File: config.mk
export PLATFORM = sky130hd
export DESIGN_NAME = inst_seq
export DESIGN_NICKNAME = d
export VERILOG_FILES = /design/src/rtl/inst_seq_pkg.sv /design/src/rtl/inst_seq.sv
export SDC_FILE = /design/constraint.sdc
export NUM_CORES = 1
export LEC_CHECK = 0
export CORE_MARGIN = 2
export CORE_UTILIZATION = 39
export DETAILED_ROUTE_END_ITERATION = 10
export PLACE_DENSITY = 0.64
export SLEW_MARGIN = 20
export SYNTH_ARGS = -nofsm -noshare
export SYNTH_HDL_FRONTEND = slang
export SYNTH_SLANG_ARGS = --single-unit
File: constraint.sdc
create_clock -name clk -period 2.7 [get_ports clk]
set_input_delay 0.81 -clock clk [delete_from_list [all_inputs] [get_ports clk]]
set_output_delay 0.81 -clock clk [all_outputs]
set_load 0.02 [all_outputs]
File: src/rtl/inst_seq_pkg.sv
// inst_seq_pkg: opcodes, instruction field positions and FSM state encoding for inst_seq
package inst_seq_pkg;
   localparam logic [2:0] OP_LOAD   = 3'b000;
   localparam logic [2:0] OP_ADD    = 3'b001;
   localparam logic [2:0] OP_SUB    = 3'b010;
   localparam logic [2:0] OP_MUL    = 3'b100;
   localparam logic [2:0] OP_MULADD = 3'b101;
   localparam logic [2:0] OP_MULSUB = 3'b110;
   localparam logic [2:0] OP_MAX    = 3'b111;
   localparam int OP_MSB  = 7;
   localparam int OP_LSB  = 5;
   localparam int REP_MSB = 4;
   localparam int REP_LSB = 0;
   localparam logic [1:0] S_IDLE  = 2'd0;
   localparam logic [1:0] S_FETCH = 2'd1;
   localparam logic [1:0] S_ISSUE = 2'd2;
   localparam logic [1:0] S_FIN   = 2'd3;
endpackage

File: src/rtl/inst_seq.sv
// inst_seq: instruction buffer plus repeat-issue sequencer; INST_SEQ_LOOP_EN adds a loop_cnt program-repeat port
module inst_seq
   import inst_seq_pkg::*;
#(
   parameter int DEPTH = 16,
   parameter int AW    = 4
) (
   input  logic          clk,
   input  logic          rst,
   input  logic          wr_v,
   input  logic [AW-1:0] wr_addr,
   input  logic [7:0]    wr_data,
   input  logic          start,
   input  logic [AW:0]   prog_len,
   input  logic          hold,
`ifdef INST_SEQ_LOOP_EN
   input  logic [7:0]    loop_cnt,
`endif
   output logic          inst_v,
   output logic [2:0]    opcode,
   output logic          busy,
   output logic          done
);
   logic [7:0]    mem [DEPTH];
   logic [1:0]    state;
   logic [7:0]    inst;
   logic [AW-1:0] pc;
   logic [4:0]    rep_cnt;
   logic [AW:0]   len;
   logic          last_rep, last_pc, last_loop;
`ifdef INST_SEQ_LOOP_EN
   logic [7:0]    loop_n, loop_i;
   assign last_loop = loop_i == loop_n;
`else
   assign last_loop = 1'b1;
`endif
   assign last_rep = rep_cnt == inst[REP_MSB:REP_LSB];
   assign last_pc  = {1'b0, pc} == len - (AW+1)'(1);
   // decoder-facing outputs are pure functions of state so reset clears them on the next edge
   always_comb begin
      busy   = state == S_FETCH || state == S_ISSUE;
      done   = state == S_FIN;
      inst_v = state == S_ISSUE && !hold;
      opcode = inst_v ? inst[OP_MSB:OP_LSB] : OP_LOAD;
   end
   // buffer writes are locked out while a program runs; contents survive reset
   always_ff @(posedge clk)
      if (wr_v && !busy) mem[wr_addr] <= wr_data;
   // sequencer: fetch entry 0, then issue each entry rep+1 times with next-entry prefetch so there is no bubble
   always_ff @(posedge clk) begin
      if (rst) begin
         state   <= S_IDLE;
         pc      <= '0;
         rep_cnt <= '0;
`ifdef INST_SEQ_LOOP_EN
         loop_i  <= '0;
`endif
      end else begin
         case (state)
            S_IDLE: if (start) begin
               len   <= prog_len > (AW+1)'(DEPTH) ? (AW+1)'(DEPTH) : prog_len;
               state <= prog_len == '0 ? S_FIN : S_FETCH;
`ifdef INST_SEQ_LOOP_EN
               loop_n <= loop_cnt;
               loop_i <= '0;
`endif
            end
            S_FETCH: begin
               inst    <= mem[0];
               rep_cnt <= '0;
               pc      <= '0;
               state   <= S_ISSUE;
            end
            S_ISSUE: if (!hold) begin
               if (!last_rep) rep_cnt <= rep_cnt + 5'd1;
               else if (!last_pc) begin
                  pc      <= pc + AW'(1);
                  inst    <= mem[pc + AW'(1)];
                  rep_cnt <= '0;
               end else if (!last_loop) begin
`ifdef INST_SEQ_LOOP_EN
                  loop_i  <= loop_i + 8'd1;
`endif
                  pc      <= '0;
                  inst    <= mem[0];
                  rep_cnt <= '0;
               end else state <= S_FIN;
            end
            default: state <= S_IDLE;
         endcase
      end
   end
endmodule

==> impl_metrics.toml <==
[outcome]
run_status = "complete, no violations"

[clocking]
htree_levels = 4
cts.sinks = 152
cts_tree = "done"
clkLatencyLatePin_ps = 420
path_clk_slew_ps = 60
cts_made_buffers = 17
cts.path.max_buffers = 2
cts-root-buf = "clkbuf_16"

[final_layout]
nFillCells = 1313
regArea_sq_um = 4460
stdcell_area_sq_um = 7600
final_cell_mix = "edfxtp_1 (141), mux4_2 (40), buf_4 (25), nor2_1 (24), clkdlybuf4s50_1 (22)"
multi_input_area_sq_um = 1750
area_delta_synth_final_pct = 20.5
fin_nets = 428
final_util_pct = 48.0
stdcell_count = 628
final_common_cell = "edfxtp_1"
antenna_cells = 0
layout-drive-gt1-share_pct = 28.2

[setup_path]
r2r_slack_ps = 380
startpoint_type = "input pin"
worstPathMaxFanout = 4
critical_path_buf_inv_count = 3
reg2reg_from = "pc[1]"
reg2reg_to = "inst[5]"
slowest_stage = "clkdlybuf4s50_1"
arrival_ps = 1770
cp_cell_sequence = "clkdlybuf4s50_1 > nand2b_1 > inv_1 > and2_1 > buf_2"
slowest_delay_ps = 470
worstSetupPathType = "in -> out"
cp-end-kind = "output port"
r2r.worst_path.cells = 5
cp_top_family = "buffers and inverters"
cp.depth = 5
cp.required_ps = 1890

[pwr]
switching_power_mw = 1.42
finalPower_mw = 5.90
p_leak_nw = 2.50
switching_share_pct = 24.1
clkPwrFrac_pct = 41.2
power_frac_seq_pct = 46.8
power_frac_comb_pct = 12.0
irDropWorstVdd_mv = 0.547
p_int_mw = 4.48
p_per_area_nw_per_um2 = 776

[run]
drv_cap = 0

[grt]
grt_max_degree = 36
grt_pass1_vias = 3384
antenna_found_initial = 0
globalRoute.totalOverflow = 0
grt_pass1_wl_mm = 18.6
track_usage_pct = 14.4

[synth]
synth_top_area_cell = "edfxtp_1"
synthCells = 340
netlist_top_cells_area = "edfxtp_1 (67%), mux4_2 (14%), dfxtp_1 (3.5%), mux2_2 (2.0%), nor2_1 (1.4%)"
yosys_warnings = 0
synth_top_area_share_pct = 67.1
syn_area_sq_um = 6310
ys_ff_latch = 152
ys_types = 38
syn_nets = 369
yosysSeqAreaShare_pct = 70.6
syn_area_per_cell_sq_um = 18.6

[detailed_routing]
wirelength_mm = 11.7
routed-via-count = 3281
drc_errors = 0
dr.pass1.iters = 5
drt_iter0_drc = 225
routedWlPerCell_microns = 18.7
antenna_left = 0
vias_per_cell = 5.22

[die]
die_width_microns = 131
die-height_microns = 131
core-area_sq_um = 15800
io_pins = 28
rows = 46
start_util_pct = 39.9
die_area_sq_um = 17200

[sta]
finClkSkew_ps = 11.3
tightest_slew_ps = 556
setup_violations = 0
relSlewSlack_pct = 62.8
fmax_ghz = 0.387
finalCritPeriodShare_pct = 95.6
worst_slack_ps = 118
slew_viol_final = 0
finalHoldViolations = 0
rsz0062_at_grt = "no"
fin_crit_ps = 2580

[placement]
placed_area_sq_um = 7010
io_buffers = 27
pre_cts_ws_ps = -328
dp_hpwl_mm = 7.89
dp_cells = 596
place.gp.congestion = 0.738

[min_path]
min_path_cells = 1
hold_end = "rep_cnt[4]"
min-delay-start = "rep_cnt[4]"
hold_path.class = "reg -> reg"
cells by family after synthesis:
group           share of synthesized area [%]
fa+ha+maj                                1.39
simple gates                             5.85
flops                                    70.6
mux                                      16.4
xor+xnor                                 1.80
compound gates                           2.36
buf+inv                                  1.66
state kept, by name, indices dropped and copies added (netlist names):
name     flops
pc           4
inst         8
state        2
mem        128
rep_cnt      5
len          5
through the flow:
step / hold slack (ps) / TNS (ps)
finish: 522 / 0
global route: 544 / 0
CTS: 515 / 0
detailed placement: 504 / -1240
global placement: 495 / -1160
floorplan: 468 / 0
cells in the mapped netlist, drive strengths merged:
cell / instances
a31oi: 4
nand3: 5
mux2: 11
a21o: 1
a211oi: 2
or3: 3
and4: 1
o41a: 1
ha: 7
nand2: 7
xnor2: 5
nor2: 24
and2: 5
nor3b: 2
nor2b: 5
nand4b: 1
o31a: 1
a21oi: 3
inv: 9
nor3: 9
buf: 5
or2: 1
a311oi: 3
a2111oi: 1
o21ai: 1
a22o: 2
a31o: 1
mux4: 40
clkbuf: 9
xor2: 8
nand2b: 7
edfxtp: 141
dfxtp: 11
nand4: 2
nor4: 1
mux2i: 1
routing by layer:
layer	GRT usage [%]	routed length (microns)	vias to the layer above
li1	-	-	1490
met1	19.1	5090	1693
met2	23.1	5970	89
met3	3.47	541	9
met4	5.80	110	0
met5	0	0	-
worst max path at each step:
stage,start,end,slack [ps]
4_1_cts,hold,opcode[0],4
5_1_grt,hold,opcode[1],40
6_report,hold,opcode[0],120
3_5_place_dp,hold,opcode[0],-330
2_1_floorplan,pc[1],inst[0],270
3_3_place_gp,hold,opcode[2],-300
final cells by class:
class / instances / share of cell area (%)
flip-flops and latches: 152 / 58.6
multi-input cells: 165 / 23.1
repair buffers: 54 / 6.27
clock buffers: 17 / 5.59
well taps: 216 / 3.55
clock inverters: 15 / 2.48
inverters: 9 / 0.444
what timing repair did:
action / in CTS / in global routing
hold buffers: 0 / 0
endpoints found under the setup margin: 5 / 4
buffers inserted: 0 / 0
resized for setup: 13 / 4
power by group through the flow:
stage                     clock network [mW]  logic (mW)  registers [mW]
after floorplan                            0       0.459            2.79
after global placement                     0       0.711            2.81
after detailed placement                   0       0.730            2.81
after CTS                               2.49       0.720            2.76
after global routing                    2.59       0.785            2.77
final                                   2.43       0.709            2.76
Note: power is estimated with default switching activity, not from simulation.
==> edit, RTL diff (same flow settings) <==
Set the package constant `REP_MSB` to 6 (it was 4).
--- a/src/rtl/inst_seq_pkg.sv
+++ b/src/rtl/inst_seq_pkg.sv
@@ -9,7 +9,7 @@
    localparam logic [2:0] OP_MAX    = 3'b111;
    localparam int OP_MSB  = 7;
    localparam int OP_LSB  = 5;
-   localparam int REP_MSB = 4;
+   localparam int REP_MSB = 6;
    localparam int REP_LSB = 0;
    localparam logic [1:0] S_IDLE  = 2'd0;
    localparam logic [1:0] S_FETCH = 2'd1;
Function: changed (Yosys sat finds a counterexample within 4 cycles, from zero or initial values and one cycle with rst high).
==> edit against the unedited design <==
Design area grew 0.90%; sequential cell count is the same; power shrank 0.54%; routed wire length grew 5.6%; sequential share of layout area shrank 0.53 points; worst setup slack lost 52 ps; global-route usage grew 0.90 points; area after synthesis grew 1.2%; largest cell class unchanged; highest routed layer unchanged.
==> edit: results (changes against the unedited design) <==
status - complete, no violations (unchanged)
pre-CTS WS - -345 ps (was -328 ps)
drt first-iter violations - 286 (was 225)
slew margin rel. - 63.0% (was 62.8%)
post-synthesis sequential area ratio - 69.7% (was 70.6%)
Worst EP arrival - 1820 ps (was 1770 ps)
fill count - 1,331 (was 1,313)
GRT Total Usage - 15.3% (was 14.4%)
IR drop worst, VDD - 0.000575 V (was 0.000547 V)
WHS Path Cells - 2 (was 1)
CP Max Fanout - 5 (was 4)
top post-synthesis cells by area - edfxtp_1 (66%), mux4_2 (14%), dfxtp_1 (3.4%) (was edfxtp_1 (67%), mux4_2 (14%), dfxtp_1 (3.5%))
post-synth cell types - 42 (was 38)
fraction of layout cells with a size suffix above 1 - 28.4% (was 28.2%)
Hold Path End - rep_cnt[1] (was rep_cnt[4])
leak pwr - 2.49 nW (was 2.50 nW)
reg2reg end - inst[6] (was inst[5])
dpl hpwl - 8100 um (was 7890 um)
CTS resizes - 7 (was 13)
syn nets - 376 (was 369)
routability cong. - 0.793 (was 0.738)
drt pass-1 iters - 4 (was 5)
Final Net Count - 435 (was 428)
first-pass GRT wire length - 19,700 um (was 18,600 um)
vias per cell - 5.33 (was 5.22)
vias in the first global route - 3,511 (was 3,384)
edit: layer usage:
layer / part of all wire (%) / GRT usage, %
met4: 0.91 / 5.56
met5: 0 / 0
met3: 4.6 / 4.81
met2: 50 / 24.6
met1: 44 / 19.7
edit: worst max path at each step:
stage	start	to	slack (ps)	cells past startpoint
2_1_floorplan	len[0]	inst[0]	190	7
3_3_place_gp	hold	opcode[2]	-290	4
3_5_place_dp	hold	opcode[1]	-340	4
4_1_cts	hold	opcode[0]	1	4
5_1_grt	hold	opcode[0]	10	4
6_report	hold	opcode[1]	70	4
edit: logic make-up after synthesis:
| logic type | after synthesis | share of synthesized area (%) |
|---|---|---|
| XOR/XNOR | 13 | 1.78 |
| AO/OA/AOI/OAI | 22 | 2.64 |
| buffers and inverters | 23 | 1.96 |
| flip-flops | 152 | 69.7 |
| adder cells (fa/ha/maj) | 7 | 1.37 |
| AND/OR/NAND/NOR | 79 | 6.44 |
| multiplexers | 51 | 16.1 |
edit: area by class of cell:
cell class,count,area [um2],share of cell area (%)
Multi-Input combinational cell,172,1820,23.7
Tap cell,216,270,3.52
Clock inverter,14,164,2.14
Sequential cell,152,4460,58.1
Timing Repair Buffer,55,507,6.60
Inverter,8,30.0,0.391
Clock buffer,18,429,5.59
edit: report_power, final:
part	internal, W	leakage, nW	switching [W]
Combinational	0.000309	0.843	0.000425
Sequential	0.00271	1.36	0.0000492
Clock	0.00139	0.281	0.000996
edit: metrics by stage:
step | utilization (%) | instances | total power, W | cell area (um2) | hold WS, ps
after floorplan | - | 347 | 0.00323 | 6390 | 501
after global placement | 44.4 | 603 | 0.00351 | 7070 | 520
after detailed placement | 44.4 | 603 | 0.00354 | 7070 | 535
after CTS | 48.1 | 635 | 0.00592 | 7660 | 552
after global routing | 48.1 | 635 | 0.00608 | 7670 | 582
final | 48.1 | 635 | 0.00587 | 7670 | 558
edit: worst max-delay path: stages:
cell and delay (ps):
clkdlybuf4s50_1 460, nor2_4 130, and2_1 130, clkdlybuf4s15_1 290
